`config.mk`:
```
export PLATFORM = sky130hd
export DESIGN_NAME = toggle_handshake_rx
export DESIGN_NICKNAME = d
export VERILOG_FILES = /design/src/rtl/toggle_handshake_rx.sv
export SDC_FILE = /design/constraint.sdc
export NUM_CORES = 1
export LEC_CHECK = 0
export ABC_AREA = 1
export CAP_MARGIN = 10
export CORE_UTILIZATION = 30
export DETAILED_ROUTE_END_ITERATION = 16
export GPL_ROUTABILITY_DRIVEN = 1
export PLACE_DENSITY = 0.56
export SYNTH_ARGS = -nofsm -noshare
export SYNTH_HDL_FRONTEND = slang
export SYNTH_SLANG_ARGS = --single-unit
```
`constraint.sdc`:
```
create_clock -name clk -period 2.31 [get_ports clk]
set_input_delay 0.231 -clock clk [delete_from_list [all_inputs] [get_ports clk]]
set_output_delay 0.231 -clock clk [all_outputs]
set_load 0.05 [all_outputs]
```
`src/rtl/toggle_handshake_rx.sv`:
```
// Receive side of a two-phase toggle req/ack link: synchronizes req_tgl, captures
// the held-stable sender word into a one-entry buffer and drains it by valid/ready.
module toggle_handshake_rx #(
  parameter int DATA_W      = 8,
  parameter int SYNC_STAGES = 2,
  parameter int CNT_W       = 16
) (
  input  logic              clk,
  input  logic              rst,
  input  logic              req_tgl,
  input  logic [DATA_W-1:0] req_data,
  output logic              ack_tgl,
  output logic [DATA_W-1:0] out_data,
  output logic              out_valid,
  input  logic              out_ready,
  output logic              busy,
  output logic [CNT_W-1:0]  xfer_count
);

  // Encoding chosen so out_valid and busy fall straight out of the state flops.
  typedef enum logic [1:0] {
    EMPTY = 2'b00,
    FULL  = 2'b01,
    STALL = 2'b11
  } state_t;

  state_t                 state, state_nxt;
  logic [SYNC_STAGES-1:0] sync;
  logic                   req_s;
  logic                   pend;
  logic                   capture;

  always_ff @(posedge clk or posedge rst) begin
    if (rst) sync <= '0;
    else     sync <= {sync[SYNC_STAGES-2:0], req_tgl};
  end

  assign req_s = sync[SYNC_STAGES-1];
  assign pend  = req_s ^ ack_tgl;

  always_comb begin
    state_nxt = state;
    capture   = 1'b0;
    case (state)
      EMPTY: begin
        if (pend) begin
          capture   = 1'b1;
          state_nxt = FULL;
        end
      end
      FULL: begin
        if (out_ready && pend) begin
          capture = 1'b1;
        end else if (out_ready) begin
          state_nxt = EMPTY;
        end else if (pend) begin
          state_nxt = STALL;
        end
      end
      STALL: begin
        // Ack was withheld, so the sender is still holding req_data for us.
        if (out_ready) begin
          capture   = 1'b1;
          state_nxt = FULL;
        end
      end
      default: state_nxt = EMPTY;
    endcase
  end

  always_ff @(posedge clk or posedge rst) begin
    if (rst) begin
      state      <= EMPTY;
      ack_tgl    <= 1'b0;
      out_data   <= '0;
      xfer_count <= '0;
    end else begin
      state <= state_nxt;
      if (capture) begin
        out_data   <= req_data;
        ack_tgl    <= ~ack_tgl;
        xfer_count <= xfer_count + 1'b1;
      end
    end
  end

  assign out_valid = state[0];
  assign busy      = state[1];

endmodule

```
==> results.md <==
- Status: complete, no violations
- Fin. max-slew vios: 0
- Syn-to-layout area delta: 33.7%
- Worst-margin pin slew: 0.500 ns
- Power Density: 1210 mW/mm2
- Reg-to-Reg Start: state[1]
- Sequential cell area: 726 um2
- GRT overflow: 0
- Detailed-route via count: 1,413
- Mapped Nets: 239
- RR Endpoint: xfer_count[13]
- Hold_ws: 0.307 ns
- Final Power: 2.67 mW
- Reg2reg setup slack: 0.68 ns
- Top delay family on crit path: buffers and inverters
- Clock-pin transition on the worst setup and hold timing paths: 0.07 ns
- Root buf cell: clkbuf_8
- IO Pins: 39
- Post-DR wirelength/cell: 10.2 um
- Critical path type: reg -> out
- Count leader, synth: nand2_1
- First-pass GRT wire length: 6270 um
- Seq/Total Area, Yosys: 44.1%
- Final Hold Fails: 0
- Yosys warns: 0
- First-pass detailed-route iteration total: 4
- Max Cap Viol: 0
- Clk_lat worst skew: 0.29 ns
- Clock skew: 0.00600 ns
- Critical path's largest stage delay: 0.84 ns
- Most area-consuming cells after synthesis: dfrtp_1 (44%), nand2_1 (24%), ha_1 (4.6%)
- Worst path depth: 1
- #FFs+latches synth: 29
- Minimum clock period: 1.82 ns
- Data arrival, critical path: 1.59 ns
- Initial antenna violation count: 0
- Synthesized area per cell: 7.44 um2
- Bufs and invs on worst path: 1
- Setup crit start kind: register
- Period utilisation layout: 78.9%
- Netlist cell types: 21
- Synth Instances: 221
- Clock sink count: 29
- Area leader, netlist: dfrtp_1
- Worst Path Required: 2.08 ns
- Async SR Flop Fraction: 100%
- Chip Height: 76.1 um
- Number of remaining DRC errors: 0
- RSZ-0062 raised after global routing: no
- # H-tree levels: 2
- CTS resizes: 0
- Final ANT Viol Nets: 0
- Worst hold path type: in -> async
- Fin util: 42.3%
- I/O Buffers: 38
- Vias in the first global route: 1,369
- Post-synth EDFFs: 0
- Initial core utilization: 31.6%
- CP max FO: 5
- Final nets: 281
- Area of the multi-input gates: 793 um2
- Synth Cell Area: 0.00165 mm2
- Commonest cells post-synth: nand2_1 (106), dfrtp_1 (29), inv_1 (20)
- Fillers: 556
- Worst r2r path cells: 10
- Slowest CP cell: clkdlybuf4s50_1
- Die ar.: 0.00578 mm2
- WL final: 3410 um
- Top-area cell type share of the netlist area: 44.1%
- Core area: 0.00520 mm2
- Slew margin rel.: 66.6%
- Post-synth top flop: dfrtp_1
- Total negative slack: 0 ns
- CP endpoint: xfer_count[7]
- Die X: 76.1 um
- Crit. End Element: output port
- DP HPWL: 2360 um
- Fmax achieved: 0.549 GHz
- Crit path from: xfer_count[7]
- Antenna Cells: 0
- Iter 0 DRT Violations: 72
- Cell chain of the critical path: clkdlybuf4s50_1
- Largest net degree at the start of global routing: 30
- Layout cells sized above 1: 8.71%
- Post CTS Setup Buffer Count: 0
- Bufs on Longest Clock Path: 2
- TritonCTS Buffers: 5
- Gpl congestion: 0.788
- LEAKAGE: 1.04 nW
- FP Rows: 26
- GRT Util Overall: 13.7%
- Maximum VDD drop: 0.000598 V
- CTS tree: built
- Final setup viols: 0
- Vias per Instance: 4.23
- Hold buffer count at cts: 0
[metrics by stage]
stage,area [um2],setup slack [ns],cells
after global routing,2200,0.415,334
final,2200,0.488,334
after floorplan,1650,0.512,221
after detailed placement,2080,0.656,326
after global placement,2080,0.681,326
after CTS,2200,0.468,334
[sequential cells by signal (all words and copies together) (netlist names)]
| register | count |
|---|---|
| state | 2 |
| out_data | 8 |
| xfer_count | 16 |
| ack_tgl | 1 |
| sync | 2 |
[power breakdown]
group          switching (mW)  internal (mW)
Combinational           0.919          0.415
Clock                   0.205          0.351
Sequential              0.135          0.647
[cells in the final DEF, fill, tap and decap left out]
cell type        netlist  layout
nor2_1                12      12
xor2_1                 1       1
nand4_1                5       5
nand2_8                1       1
o21ai_1                3       3
ha_1                   6       6
o21ai_2                1       1
bufinv_16              0       1
nand2_1              106     106
clkbuf_8               0       6
buf_4                  2       1
nand2_4                1       1
o21ai_0                6       6
nand3_1                9       9
nor2_2                 4       4
xnor2_1                5       5
inv_2                  2       2
inv_1                 20      20
nand2_2                4       4
inv_4                  1       1
clkbuf_1               0       1
nor2_4                 1       1
clkdlybuf4s50_1        0      38
dfrtp_1               29      29
[cells by family after synthesis]
logic type	synth area share, %
AOI/OAI and AO/OA	3.27
xor gates and xnor gates	3.19
adders and majority gates	4.56
buffers and inverters	7.68
DFF	44.1
and+or+nand+nor	37.2
[final cells by class]
type                       instances  share of cell area [%]
sequential                        29                    33.0
clock buffer                       7                    3.92
clock inverter                     1                    1.37
multi-input combinational        165                    36.1
timing repair buffer              39                    17.6
tap                               70                    3.98
inverter                          23                    4.04
[per-layer routing]
layer / vias up / wire (um) / GRT usage, %
met1: 609 / 1610 / 17.4
met5: - / 0 / 0
met4: 0 / 85 / 7.50
met3: 7 / 182 / 3.35
li1: 758 / - / -
met2: 39 / 1530 / 21.5
[how the worst min path moves through the flow]
stage	startpoint	endpoint	slack [ns]	cells after the start
finish	rst	state[0]	0.31	3
global route	sync[0]	sync[1]	0.37	0
CTS	rst	out_data[7]	0.32	3
detailed placement	sync[0]	sync[1]	0.34	0
global placement	sync[0]	sync[1]	0.33	0
floorplan	req_tgl	sync[0]	0.26	0
Power figures use the tool's default switching activity.
